==> src/rtl/id_ex_pipeline_reg.sv <==
// ---------------------------------------------------------------------------
// id_ex_pipeline_reg
// Decode-to-execute pipeline register for the RV32I 5-stage core.
//
// Captures the D-stage control bundle, operands, immediate, PC/PC+4 and
// register indices on each rising edge of clk and presents them as E-stage
// signals. Update priority per edge: rst > FlushE > StallE > load.
//
// Ports:
//   clk, rst            core clock (rising edge), async active-high reset
//   StallE              hold every E-stage field this cycle
//   FlushE              load a bubble (all zero, ValidE=0); beats StallE
//   ValidD              D stage holds a real instruction
//   *D                  decode controls, operands, indices (sampled at edge)
//   *E                  registered E-stage copies
//   BubbleCountE        saturating count of bubbles entering E (optional)
//   StallCountE         saturating count of stalled cycles (optional)
//
// Optional feature macro: ID_EX_PERF_CNT_EN
//   defined   : BubbleCountE / StallCountE are saturating counters
//   undefined : both ports are tied to 0 and no counter flops exist
// ---------------------------------------------------------------------------
module id_ex_pipeline_reg #(
    parameter int unsigned DATA_WIDTH     = 32,
    parameter int unsigned REG_ADDR_WIDTH = 5,
    parameter int unsigned CNT_WIDTH      = 32
) (
    input  logic                      clk,
    input  logic                      rst,
    input  logic                      StallE,
    input  logic                      FlushE,
    input  logic                      ValidD,
    input  logic                      RegWriteD,
    input  logic                      MemWriteD,
    input  logic                      JumpD,
    input  logic                      BranchD,
    input  logic                      ALUSrcD,
    input  logic                      JALRInstrD,
    input  logic [1:0]                ResultSrcD,
    input  logic [3:0]                ALUControlD,
    input  logic [2:0]                AddressingControlD,
    input  logic [DATA_WIDTH-1:0]     RD1D,
    input  logic [DATA_WIDTH-1:0]     RD2D,
    input  logic [DATA_WIDTH-1:0]     ImmExtD,
    input  logic [DATA_WIDTH-1:0]     PCD,
    input  logic [DATA_WIDTH-1:0]     PCPlus4D,
    input  logic [REG_ADDR_WIDTH-1:0] Rs1D,
    input  logic [REG_ADDR_WIDTH-1:0] Rs2D,
    input  logic [REG_ADDR_WIDTH-1:0] RdD,
    output logic                      ValidE,
    output logic                      RegWriteE,
    output logic                      MemWriteE,
    output logic                      JumpE,
    output logic                      BranchE,
    output logic                      ALUSrcE,
    output logic                      JALRInstrE,
    output logic [1:0]                ResultSrcE,
    output logic [3:0]                ALUControlE,
    output logic [2:0]                AddressingControlE,
    output logic [DATA_WIDTH-1:0]     RD1E,
    output logic [DATA_WIDTH-1:0]     RD2E,
    output logic [DATA_WIDTH-1:0]     ImmExtE,
    output logic [DATA_WIDTH-1:0]     PCE,
    output logic [DATA_WIDTH-1:0]     PCPlus4E,
    output logic [REG_ADDR_WIDTH-1:0] Rs1E,
    output logic [REG_ADDR_WIDTH-1:0] Rs2E,
    output logic [REG_ADDR_WIDTH-1:0] RdE,
    output logic [CNT_WIDTH-1:0]      BubbleCountE,
    output logic [CNT_WIDTH-1:0]      StallCountE
);

    logic                      r_valid;
    logic                      r_reg_write;
    logic                      r_mem_write;
    logic                      r_jump;
    logic                      r_branch;
    logic                      r_alu_src;
    logic                      r_jalr;
    logic [1:0]                r_result_src;
    logic [3:0]                r_alu_control;
    logic [2:0]                r_addr_control;
    logic [DATA_WIDTH-1:0]     r_rd1;
    logic [DATA_WIDTH-1:0]     r_rd2;
    logic [DATA_WIDTH-1:0]     r_imm;
    logic [DATA_WIDTH-1:0]     r_pc;
    logic [DATA_WIDTH-1:0]     r_pc_plus4;
    logic [REG_ADDR_WIDTH-1:0] r_rs1;
    logic [REG_ADDR_WIDTH-1:0] r_rs2;
    logic [REG_ADDR_WIDTH-1:0] r_rd;

    // A write to x0 is architecturally a no-op; dropping it here keeps the
    // forwarding unit from matching Rd==0 against a live source.
    logic w_rd_nonzero;
    logic w_reg_write_d;

    assign w_rd_nonzero  = |RdD;
    assign w_reg_write_d = RegWriteD & ValidD & w_rd_nonzero;

    always_ff @(posedge clk or posedge rst) begin
        if (rst) begin
            r_valid        <= 1'b0;
            r_reg_write    <= 1'b0;
            r_mem_write    <= 1'b0;
            r_jump         <= 1'b0;
            r_branch       <= 1'b0;
            r_alu_src      <= 1'b0;
            r_jalr         <= 1'b0;
            r_result_src   <= '0;
            r_alu_control  <= '0;
            r_addr_control <= '0;
            r_rd1          <= '0;
            r_rd2          <= '0;
            r_imm          <= '0;
            r_pc           <= '0;
            r_pc_plus4     <= '0;
            r_rs1          <= '0;
            r_rs2          <= '0;
            r_rd           <= '0;
        end else if (FlushE) begin
            // Bubble = addi x0,x0,0 marked invalid; D bus is not looked at,
            // so unknown D values during a flush cannot leak into E.
            r_valid        <= 1'b0;
            r_reg_write    <= 1'b0;
            r_mem_write    <= 1'b0;
            r_jump         <= 1'b0;
            r_branch       <= 1'b0;
            r_alu_src      <= 1'b0;
            r_jalr         <= 1'b0;
            r_result_src   <= '0;
            r_alu_control  <= '0;
            r_addr_control <= '0;
            r_rd1          <= '0;
            r_rd2          <= '0;
            r_imm          <= '0;
            r_pc           <= '0;
            r_pc_plus4     <= '0;
            r_rs1          <= '0;
            r_rs2          <= '0;
            r_rd           <= '0;
        end else if (!StallE) begin
            r_valid        <= ValidD;
            // Architectural side effects only for real instructions.
            r_reg_write    <= w_reg_write_d;
            r_mem_write    <= MemWriteD & ValidD;
            r_jump         <= JumpD & ValidD;
            r_branch       <= BranchD & ValidD;
            r_jalr         <= JALRInstrD & ValidD;
            // Mux selects and datapath fields are harmless when invalid.
            r_alu_src      <= ALUSrcD;
            r_result_src   <= ResultSrcD;
            r_alu_control  <= ALUControlD;
            r_addr_control <= AddressingControlD;
            r_rd1          <= RD1D;
            r_rd2          <= RD2D;
            r_imm          <= ImmExtD;
            r_pc           <= PCD;
            r_pc_plus4     <= PCPlus4D;
            r_rs1          <= Rs1D;
            r_rs2          <= Rs2D;
            r_rd           <= RdD;
        end
    end

    assign ValidE             = r_valid;
    assign RegWriteE          = r_reg_write;
    assign MemWriteE          = r_mem_write;
    assign JumpE              = r_jump;
    assign BranchE            = r_branch;
    assign ALUSrcE            = r_alu_src;
    assign JALRInstrE         = r_jalr;
    assign ResultSrcE         = r_result_src;
    assign ALUControlE        = r_alu_control;
    assign AddressingControlE = r_addr_control;
    assign RD1E               = r_rd1;
    assign RD2E               = r_rd2;
    assign ImmExtE            = r_imm;
    assign PCE                = r_pc;
    assign PCPlus4E           = r_pc_plus4;
    assign Rs1E               = r_rs1;
    assign Rs2E               = r_rs2;
    assign RdE                = r_rd;

`ifdef ID_EX_PERF_CNT_EN
    localparam logic [CNT_WIDTH-1:0] CntOne = {{(CNT_WIDTH-1){1'b0}}, 1'b1};

    logic [CNT_WIDTH-1:0] r_bubble_cnt;
    logic [CNT_WIDTH-1:0] r_stall_cnt;
    logic                 w_bubble_evt;
    logic                 w_stall_evt;

    // A bubble enters E on a flush, or on a load of an invalid D slot.
    assign w_bubble_evt = FlushE | (~StallE & ~ValidD);
    assign w_stall_evt  = StallE & ~FlushE;

    always_ff @(posedge clk or posedge rst) begin
        if (rst) begin
            r_bubble_cnt <= '0;
            r_stall_cnt  <= '0;
        end else begin
            if (w_bubble_evt && (r_bubble_cnt != '1)) begin
                r_bubble_cnt <= r_bubble_cnt + CntOne;
            end
            if (w_stall_evt && (r_stall_cnt != '1)) begin
                r_stall_cnt <= r_stall_cnt + CntOne;
            end
        end
    end

    assign BubbleCountE = r_bubble_cnt;
    assign StallCountE  = r_stall_cnt;
`else
    assign BubbleCountE = '0;
    assign StallCountE  = '0;
`endif

endmodule

==> config.mk <==
export PLATFORM = sky130hd
export DESIGN_NAME = id_ex_pipeline_reg
export DESIGN_NICKNAME = d
export VERILOG_FILES = /design/src/rtl/id_ex_pipeline_reg.sv
export SDC_FILE = /design/constraint.sdc
export NUM_CORES = 1
export LEC_CHECK = 0
export ABC_CLOCK_PERIOD_IN_PS = 9950
export CAP_MARGIN = 20
export CORE_AREA = 2 2 175 177
export DETAILED_ROUTE_END_ITERATION = 12
export DIE_AREA = 0 0 177 179
export GPL_TIMING_DRIVEN = 0
export PLACE_DENSITY = 0.68
export SKIP_LAST_GASP = 1
export SYNTH_ARGS = -nofsm -noshare
export SYNTH_HDL_FRONTEND = slang
export SYNTH_SLANG_ARGS = --single-unit
export TNS_END_PERCENT = 1
==> constraint.sdc <==
create_clock -name clk -period 9.95 [get_ports clk]
set_input_delay 1.4925 -clock clk [delete_from_list [all_inputs] [get_ports clk]]
set_output_delay 1.4925 -clock clk [all_outputs]
set_load 0.05 [all_outputs]
Word-level counts from Yosys, hierarchy flattened:

Index checks and enable logic that the tools add are counted.

* memories kept: 0
* bits in writable memories: 0
* register bits: 191
* bits in read-only memories: 0
* latch bits: 0
* input bits: 195

* multiplexer cells: 36
* shift operators: 0
* add/sub/neg operators: 0
* equality and inequality tests: 1
* bitwise gates (word level): 6
* reduce and logical (&&, ||, !) cells: 1
* div/mod/pow operators: 0
* $mul: 0
* magnitude comparators: 0

Operator list (number)
* 32-bit 2-to-1 mux: 10
* 5-bit 2-to-1 mux: 6
* 1-bit 2-to-1 mux: 14
* 4-bit 2-to-1 mux: 2
* 1-bit AND: 6
* 3-bit 2-to-1 mux: 2
* 5-bit OR reduction: 1
* 2-bit 2-to-1 mux: 2
* 2-bit by 1-bit != test with 1-bit output, second input constant: 1

Longest topological paths before layout:

* depth after elaboration: 4
* gate-level depth with buffers: 5
* gate-level depth less buffers: 3

Worst setup path before layout:

OpenSTA, ideal clock, no wires.

* kind: input-to-reg
* start point: in RdD[2]
* end point: reg r_reg_write (netlist: RegWriteE)
* setup time: 127 ps
* slack: 7671 ps
* stages on the path: 3
* data required time: 9823 ps
* arrival: 2152 ps
* path through: or4_1 -> nor2_1 -> o41ai_1

* longest elaborated chain between the ends: 4

RTL lines
* from (decl): line 49 `input logic [REG_ADDR_WIDTH-1:0] RdD,`
* 5-bit OR reduction: line 96 `assign w_rd_nonzero = |RdD;`
* 1-bit AND: line 97 `assign w_reg_write_d = RegWriteD & ValidD & w_rd_nonzero;`
* 1-bit 2-to-1 mux: line 140 `end else if (!StallE) begin`
* 1-bit 2-to-1 mux: line 119 `end else if (FlushE) begin`
* to (signal assigned): line 143 `r_reg_write <= w_reg_write_d;`
* to (decl): line 73 `logic r_reg_write;`

Every way passes these cells. The select of a mux whose other input is x is not followed.
A chain may end at the register's enable or synchronous reset.

Worst setup path after layout:

* start point: reg r_rd[3] (netlist: RdE[3])
* end point: out RdE[3]

RTL lines
* from (decl): line 89 `logic [REG_ADDR_WIDTH-1:0] r_rd;`
* from (signal assigned): line 160 `r_rd <= RdD;`
* to (decl): line 67 `output logic [REG_ADDR_WIDTH-1:0] RdE,`

No word-level cell between the ends.

==> results.py <==
metrics = {
    "outcome": {
        "status": "completed",
    },
    "finish": {
        "layout_common_cells": "384 x clkdlybuf4s50_1, 191 x dfrtp_1, 190 x nor2_1",
        "diodes": 0,
        "drive_above_1_share_pct": 10.3,
        "fill_cells": 2832,
        "synthToLayoutAreaGrowth_pct": 61.9,
        "final_common_cell": "clkdlybuf4s50_1",
        "final_util_pct": 45.3,
        "fin_nets": 1349,
    },
    "worst_setup_path": {
        "critPathArrivalTime_ns": 1.70,
        "worstSetupPathType": "reg2out",
        "crit_path_end_kind": "output pin",
        "cp_num_buf_inv": 1,
        "cp-start-kind": "flop",
        "cpMaxStageDelayCell": "clkdlybuf4s50_1",
        "path_delay_family": "buffers and inverters",
        "crit_chain": "clkdlybuf4s50_1",
        "cp_max_fo": 2,
        "worstPathRequired_ns": 8.46,
        "slowest_delay_ns": 0.86,
    },
    "floorplan": {
        "dieArea_mm2": 0.0317,
        "fp.dieW_um": 177,
        "initial_core_util_pct": 28.0,
        "rows": 64,
        "die_y_um": 179,
        "ios": 450,
        "design.core.area_mm2": 0.0300,
    },
    "sta": {
        "min_period_over_period_pct": 32.1,
        "fin_skew_ns": 0,
        "timing.final.ws_setup_ns": 6.75,
        "maxSlewHeadroom_pct": 52.8,
        "hold_viol": 0,
        "timing.fmax_mhz": 313,
        "drv_slew": 0,
        "fin_crit_ns": 3.20,
        "rsz0062_at_grt": "no",
        "worst_pin_slew_ns": 0.709,
        "tns_ns": 0,
        "setup_violations": 0,
    },
    "global_route": {
        "grt_max_degree": 99,
        "grt_util_met3_pct": 3.99,
        "grt_use_met1_pct": 19.8,
        "antenna_found_initial": 2,
        "grt_pass1_vias": 6503,
        "grtUsageTotal_pct": 15.9,
        "top_usage_layer": "met2",
        "grt_overflow": 0,
        "grt_util_met2_pct": 27.3,
        "grt_pass1_wl_um": 38000,
    },
    "cts": {
        "cts.sinks": 191,
        "cts_buffer_depth": 2,
        "clock_latency_ns": 0.43,
        "h-tree-depth": 4,
        "numCtsBuffers": 17,
        "root_buffer": "clkbuf_16",
        "cts-resized-gates": 0,
        "cts_tree": "done",
        "path_clk_slew_ns": 0.08,
        "cts_hold_buffers": 0,
        "post_cts_buffers": 0,
    },
    "placed_design": {
        "portBuffers": 384,
        "pre_cts_ws_ns": 6.71,
        "gp_congestion": 0.782,
        "dp_hpwl_um": 19300,
    },
    "power": {
        "leakage_nw": 6.52,
        "p_int_mw": 1.42,
        "power.switching_mw": 0.675,
        "p_sw_share_pct": 32.2,
        "p_clk_share_pct": 33.8,
        "seqPwrFrac_pct": 40.2,
        "power_density_mw_per_mm2": 154,
        "irDropWorstVdd_mv": 0.0972,
        "combPwrFrac_pct": 26.0,
    },
    "yosys": {
        "ys_ff_latch": 191,
        "syn_area_per_cell_um2": 12.2,
        "syn_area_mm2": 0.00840,
        "yosysUniqueCellTypes": 17,
        "yosysWarnings": 0,
        "netlist_instances": 687,
        "synth_seq_area_share_pct": 56.9,
    },
    "detailed_routing": {
        "wl_per_cell_um": 16.4,
        "drt-vias-per-instance": 4.11,
        "drtAntennaViolNets": 0,
        "dr.pass1.iters": 6,
        "wirelength_um": 25700,
        "vias": 6428,
        "drt_iter0_markers": 244,
        "drc": 0,
    },
    "job": {
        "drv_cap": 0,
    },
    "worst_hold_path": {
        "min_path_type": "reg2reg",
    },
}
-- flip-flops by register name, indices dropped and copies added (netlist names) --
| signal | count |
|---|---|
| Rs2E | 5 |
| ALUSrcE | 1 |
| JumpE | 1 |
| MemWriteE | 1 |
| PCPlus4E | 32 |
| JALRInstrE | 1 |
| AddressingControlE | 3 |
| RegWriteE | 1 |
| ValidE | 1 |
| ResultSrcE | 2 |
| Rs1E | 5 |
| ImmExtE | 32 |
| RD1E | 32 |
| BranchE | 1 |
| PCE | 32 |
| RD2E | 32 |
| ALUControlE | 4 |
| RdE | 5 |
-- kinds of logic after synthesis --
| logic type | count (synthesis) | synth area share, % |
|---|---|---|
| compound gates | 6 | 0.492 |
| mux | 185 | 22.1 |
| buf+inv | 108 | 11.5 |
| flops | 191 | 56.9 |
| simple gates | 196 | 8.93 |
| other cells | 1 | 0.0447 |
-- layer usage --
metal | vias up | routed length, um
li1 | 3067 | -
met1 | 3114 | 10800
met2 | 219 | 13100
met3 | 24 | 1450
met4 | 4 | 342
met5 | - | 26
-- worst paths after layout --
kind                                  startpoint               endpoint  slack (ns)  cells after the start
setup / recovery              RdE[3]$_DFFE_PP0P_                 RdE[3]        6.75                      1
hold / removal               RD1E[6]$_DFFE_PP0P_    RD1E[6]$_DFFE_PP0P_        0.52                      2
setup reg to reg           MemWriteE$_DFFE_PP0P_  MemWriteE$_DFFE_PP0P_        9.18                      2
hold reg to reg              RD1E[6]$_DFFE_PP0P_    RD1E[6]$_DFFE_PP0P_        0.52                      2
max in group asynchronous                    rst    Rs2E[4]$_DFFE_PP0P_        7.46                      3
min in group asynchronous                    rst   RD2E[20]$_DFFE_PP0P_        1.56                      2
-- cell type report --
class                      instances  area [um2]  area share, %
multi-input combinational        451        2880           21.2
clock buffer                      21         460           3.39
sequential                       191        4780           35.2
tap                              396         495           3.64
inverter                           1        11.3         0.0828
buffer                           107         966           7.10
clock inverter                    11         129          0.948
timing repair buffer             385        3870           28.5
-- cell usage after synthesis (all sizes together) --
master / instances / area share (%)
dfrtp: 191 / 57
nor2: 190 / 8.5
mux2i: 185 / 22
buf: 88 / 11
clkbuf: 19 / 0.85
a22oi: 3 / 0.27
a21oi: 2 / 0.12
nand2: 2 / 0.089
nand3b: 2 / 0.18
conb: 1 / 0.045
inv: 1 / 0.045
nor2b: 1 / 0.075
o41ai: 1 / 0.10
or4: 1 / 0.089
-- stage by stage --
stage | instance area (um2) | total power [mW] | hold slack (ns) | instances
2_1_floorplan | 8630 | 1.20 | 0.766 | 750
3_3_place_gp | 13000 | 1.40 | 0.498 | 1530
3_5_place_dp | 13000 | 1.41 | 0.506 | 1531
4_1_cts | 13600 | 2.12 | 0.524 | 1563
5_1_grt | 13600 | 2.19 | 0.540 | 1563
6_report | 13600 | 2.10 | 0.520 | 1563
-- power by group through the flow --
stage,combinational [mW],sequential [mW],clock [mW]
finish,0.546,0.843,0.709
global route,0.575,0.849,0.766
CTS,0.551,0.843,0.728
detailed placement,0.550,0.858,0
global placement,0.545,0.856,0
floorplan,0.191,1.01,0
Note: power is estimated with default switching activity, not from simulation.
